### src/rtl/operand_fetch.sv
// rtl/operand_fetch.sv - operand-fetch stage with busy scoreboard; OPFETCH_FORWARD_EN enables wb->operand bypass
module operand_fetch #(
    parameter int WB_PORTS = 1
) (
    input  logic                   clk,
    input  logic                   reset,
    input  logic                   in_valid,
    output logic                   in_ready,
    input  logic [4:0]             in_rs1,
    input  logic [4:0]             in_rs2,
    input  logic [4:0]             in_rd,
    input  logic                   in_wen,
    input  logic [63:0]            in_pc,
    output logic [4:0]             rf_ra1,
    output logic [4:0]             rf_ra2,
    input  logic [63:0]            rf_rd1,
    input  logic [63:0]            rf_rd2,
    input  logic [WB_PORTS-1:0]    wb_valid,
    input  logic [5*WB_PORTS-1:0]  wb_addr,
    input  logic [64*WB_PORTS-1:0] wb_data,
    output logic                   out_valid,
    input  logic                   out_ready,
    output logic [63:0]            out_pc,
    output logic [4:0]             out_rd,
    output logic                   out_wen,
    output logic [63:0]            out_op1,
    output logic [63:0]            out_op2
);

    logic [31:0] busy;
    logic [31:0] busy_next;
    logic        fwd1;
    logic        fwd2;
    logic [63:0] op1_res;
    logic [63:0] op2_res;
    logic        raw1;
    logic        raw2;
    logic        waw;
    logic        hazard;
    logic        slot_free;
    logic        issue;

    assign rf_ra1 = in_rs1;
    assign rf_ra2 = in_rs2;

`ifdef OPFETCH_FORWARD_EN
    // Later ports overwrite earlier matches, so the highest port index wins.
    always_comb begin
        fwd1    = 1'b0;
        fwd2    = 1'b0;
        op1_res = rf_rd1;
        op2_res = rf_rd2;
        for (int j = 0; j < WB_PORTS; j++) begin
            if (wb_valid[j] && wb_addr[5*j +: 5] == in_rs1 && in_rs1 != 5'd0) begin
                fwd1    = 1'b1;
                op1_res = wb_data[64*j +: 64];
            end
            if (wb_valid[j] && wb_addr[5*j +: 5] == in_rs2 && in_rs2 != 5'd0) begin
                fwd2    = 1'b1;
                op2_res = wb_data[64*j +: 64];
            end
        end
    end
`else
    logic unused_wb_data;

    assign fwd1           = 1'b0;
    assign fwd2           = 1'b0;
    assign op1_res        = rf_rd1;
    assign op2_res        = rf_rd2;
    assign unused_wb_data = ^wb_data;
`endif

    assign raw1      = busy[in_rs1] & ~fwd1;
    assign raw2      = busy[in_rs2] & ~fwd2;
    assign waw       = in_wen & (in_rd != 5'd0) & busy[in_rd];
    assign hazard    = raw1 | raw2 | waw;
    assign slot_free = ~out_valid | out_ready;
    assign in_ready  = ~hazard & slot_free;
    assign issue     = in_valid & in_ready;

    // Clears are applied first so a same-edge issue to the same index wins.
    always_comb begin
        busy_next = busy;
        for (int j = 0; j < WB_PORTS; j++) begin
            if (wb_valid[j]) begin
                busy_next[wb_addr[5*j +: 5]] = 1'b0;
            end
        end
        if (issue && in_wen) begin
            busy_next[in_rd] = 1'b1;
        end
        busy_next[0] = 1'b0;
    end

    always_ff @(posedge clk or posedge reset) begin
        if (reset) begin
            busy      <= '0;
            out_valid <= 1'b0;
            out_pc    <= '0;
            out_rd    <= '0;
            out_wen   <= 1'b0;
            out_op1   <= '0;
            out_op2   <= '0;
        end else begin
            busy <= busy_next;
            if (issue) begin
                out_valid <= 1'b1;
                out_pc    <= in_pc;
                out_rd    <= in_rd;
                out_wen   <= in_wen;
                out_op1   <= op1_res;
                out_op2   <= op2_res;
            end else if (out_ready) begin
                out_valid <= 1'b0;
            end
        end
    end

endmodule
### config.mk
export PLATFORM = sky130hd
export DESIGN_NAME = operand_fetch
export DESIGN_NICKNAME = d
export VERILOG_FILES = /design/src/rtl/operand_fetch.sv
export SDC_FILE = /design/constraint.sdc
export NUM_CORES = 1
export LEC_CHECK = 0
export ABC_AREA = 0
export CAP_MARGIN = 0
export CORE_ASPECT_RATIO = 0.8
export CORE_MARGIN = 2
export CORE_UTILIZATION = 25
export CTS_CLUSTER_DIAMETER = 80
export DETAILED_ROUTE_END_ITERATION = 12
export DONT_BUFFER_PORTS = 1
export GPL_TIMING_DRIVEN = 0
export PLACE_DENSITY = 0.41
export RECOVER_POWER = 100
export SYNTH_ARGS = -nofsm -noshare
export SYNTH_HDL_FRONTEND = slang
export SYNTH_SLANG_ARGS = --single-unit
### constraint.sdc
create_clock -name clk -period 8.1 [get_ports clk]
set_clock_uncertainty 0.05 [all_clocks]
set_input_delay 1.62 -clock clk [delete_from_list [all_inputs] [get_ports clk]]
set_output_delay 1.62 -clock clk [all_outputs]
set_load 0.005 [all_outputs]
==> results_dict.tcl <==
set metrics [dict create \
    synth-main-ff-cell "dfrtp_1" \
    grt_pass1_wl_mm 42.1 \
    postPlaceCellArea_mm2 0.0111 \
    multi_input_area_mm2 0.00369 \
    die_x_um 232 \
    io_buffers 0 \
    grt_usage_pct 12.6 \
    pwr-share-seq_pct 52.5 \
    core_mm2 0.0408 \
    final-hold-violation-count 0 \
    crit_end "in_ready" \
    p_sw_mw 1.10 \
    dp.cells 1192 \
    worst_pin_slew_ns 3.25 \
    cp.arrival_ns 3.68 \
    ys_seq_area_share_pct 55.4 \
    leakagePower_nw 4.58 \
    yosys_warnings 0 \
    dp_hpwl_mm 21.2 \
    synth.area.mux_share_pct 33.0 \
    min_from "out_pc[62]" \
    rsz0062_at_grt "false" \
    num_rows 66 \
    setup_viol 0 \
    synth_top_area_share_pct 55.4 \
    synth-compound-area-share_pct 4.74 \
    place_ws_ns 2.80 \
    synthAdderAreaFrac_pct 0 \
    worstSetupStartpoint "in_rd[0]" \
    cts_setup_buffers 0 \
    dr_wl_met3_mm 2.87 \
    p_per_area_mw_per_mm2 327 \
    crit_slowest_cell "mux4_2" \
    final_max_slew_viol_count 159 \
    setup_tns_ns 0 \
    min_period_ns 5.35 \
    grt_max_degree 87 \
    top_layer "met4" \
    vias 5726 \
    synthXorXnorAreaFrac_pct 0 \
    crit_cells 6 \
    io_pins 492 \
    clk_latency_ns 0.53 \
    dr.pass1.iters 5 \
    required_ns 6.43 \
    yosys.area.top_type "dfrtp_1" \
    syn_nets 928 \
    drtAntennaViolNets 0 \
    drive_above_1_share_pct 19.2 \
    path_clk_slew_ns 0.06 \
    synth_top_family_by_area "multiplexers" \
    internal-power_mw 2.56 \
    cp_max_fo 7 \
    ys_async_sr_fraction_pct 100 \
    timing.rr.end "out_op1[16]" \
    swShare_pct 30.1 \
    drc 0 \
    areaGrowthSynthToFinish_pct 7.86 \
    die_h_um 186 \
    fmax_mhz 187 \
    comb_power_share_pct 16.4 \
    rr_startpoint "busy[22]" \
    hp-class "reg -> reg" \
    fin_ws_ns 2.75 \
    rrSetupSlack_ns 4.22 \
    vias_per_cell 4.63 \
    worstSetupPathType "in -> out" \
    mostFrequentLayoutCells "dfrtp_1 (230), mux2_1 (150), clkbuf_1 (35), mux2_2 (35), o21ai_0 (34)" \
    cts_tree "done" \
    initial_core_util_pct 25.5 \
    cts_resized 0 \
    critical-path-top-delay-family "compound AO/OA/AOI/OAI gates" \
    r2r.worst_path.cells 9 \
    utilization_pct 27.5 \
    yosys.area_share.simple_pct 3.20 \
    grt_antenna_before_repair 1 \
    slowest_delay_ns 0.57 \
    clock_sinks 230 \
    cts_hold_buf 0 \
    root_buffer "clkbuf_16" \
    violations "max-capacitance violations, max-slew violations" \
    drv_cap 2 \
    synth.ff_latch_count 230 \
    final_common_cell "dfrtp_1" \
    cts-buffers-inserted 25 \
    final_cell_count_no_fill 1236 \
    start_kind "input pin" \
    cts.path.max_buffers 3 \
    critPathCaptureType "output pin" \
    n_fill_cell 4277 \
    seqCellArea_mm2 0.00576 \
    synth_area_mm2 0.0104 \
    final_area_mm2 0.0112 \
    finalCritPeriodShare_pct 66.0 \
    peakVddDrop_mv 0.136 \
    clkPwrFrac_pct 31.1 \
    syn_inst 646 \
    met1_length_mm 11.6 \
    yosys-top-cells-area "dfrtp_1 (55%), mux2_4 (24%), mux2_2 (3.9%)" \
    path_cells "clkbuf_1, mux4_2, and3_1, a221o_1, o21ai_0, and2_0" \
    synth_edf_count 0 \
    globalRouteOverflowTotal 0 \
    gp_congestion 0.874 \
    whs_path_depth 1 \
    drt_wl_total_mm 28.1 \
    grt_pass1_vias 6333 \
    routedWlPerCell_um 22.8 \
    hold_slack_ns 0.470 \
    die_area_mm2 0.0432 \
    synth_cell_types 42 \
    status "complete, but fails checks" \
    cp_num_buf_inv 1 \
    dr.first_iter.drc_count 342 \
    fin_nets 957 \
    avgSynthCellArea_um2 16.1 \
    totalPowerFinal_mw 3.67 \
    cts_htree_levels 1 \
    wl_met2_mm 12.9 \
    max_slew_margin_pct -118 \
]
==> metal layers <==
metal	vias up	GRT usage (%)
li1	2420	-
met1	2912	16.3
met2	357	19.9
met3	37	3.97
met4	0	4.14
met5	-	0
==> cells by family after synthesis <==
group | after synthesis
mux | 234
flops | 230
compound gates | 77
simple gates | 55
buf+inv | 50
==> how the worst min path moves through the flow <==
stage / to / slack, ns
after floorplan: busy[3] / 0.45
after global placement: out_op2[27] / 0.48
after detailed placement: out_op1[27] / 0.47
after CTS: out_op2[41] / 0.49
after global routing: out_pc[26] / 0.49
final: out_pc[62] / 0.47
==> state kept, by name, indices dropped and copies added (netlist names) <==
| name | flops |
|---|---|
| out_wen | 1 |
| out_valid | 1 |
| busy | 31 |
| out_op2 | 64 |
| out_op1 | 64 |
| out_pc | 64 |
| out_rd | 5 |
==> power by group through the flow <==
stage	logic (mW)	registers (mW)	clock network [mW]
CTS	0.895	1.94	1.19
finish	0.600	1.93	1.14
global placement	0.859	1.97	0
floorplan	0.774	1.80	0
detailed placement	0.895	1.95	0
global route	0.667	1.98	1.23
==> layout make-up <==
cell class / count / area share (%)
tap: 544 / 6.07
timing repair buffer: 2 / 0.290
buffer: 48 / 2.01
inverter: 2 / 0.0781
clock buffer: 34 / 6.33
sequential: 230 / 51.3
multi-input combinational: 366 / 32.9
antenna: 1 / 0.0223
clock inverter: 9 / 0.971
==> cells in the mapped netlist, drive strengths merged (2+ instances only) <==
cell	count
dfrtp	230
mux2	204
buf	43
o21ai	34
o31ai	31
mux4	16
mux2i	14
nand2	11
nand3b	10
nand3	8
clkbuf	5
nand2b	4
nor2	4
nor2b	3
o22ai	3
or3b	3
a21oi	2
and3	2
inv	2
or2	2
Power figures use the tool's default switching activity.
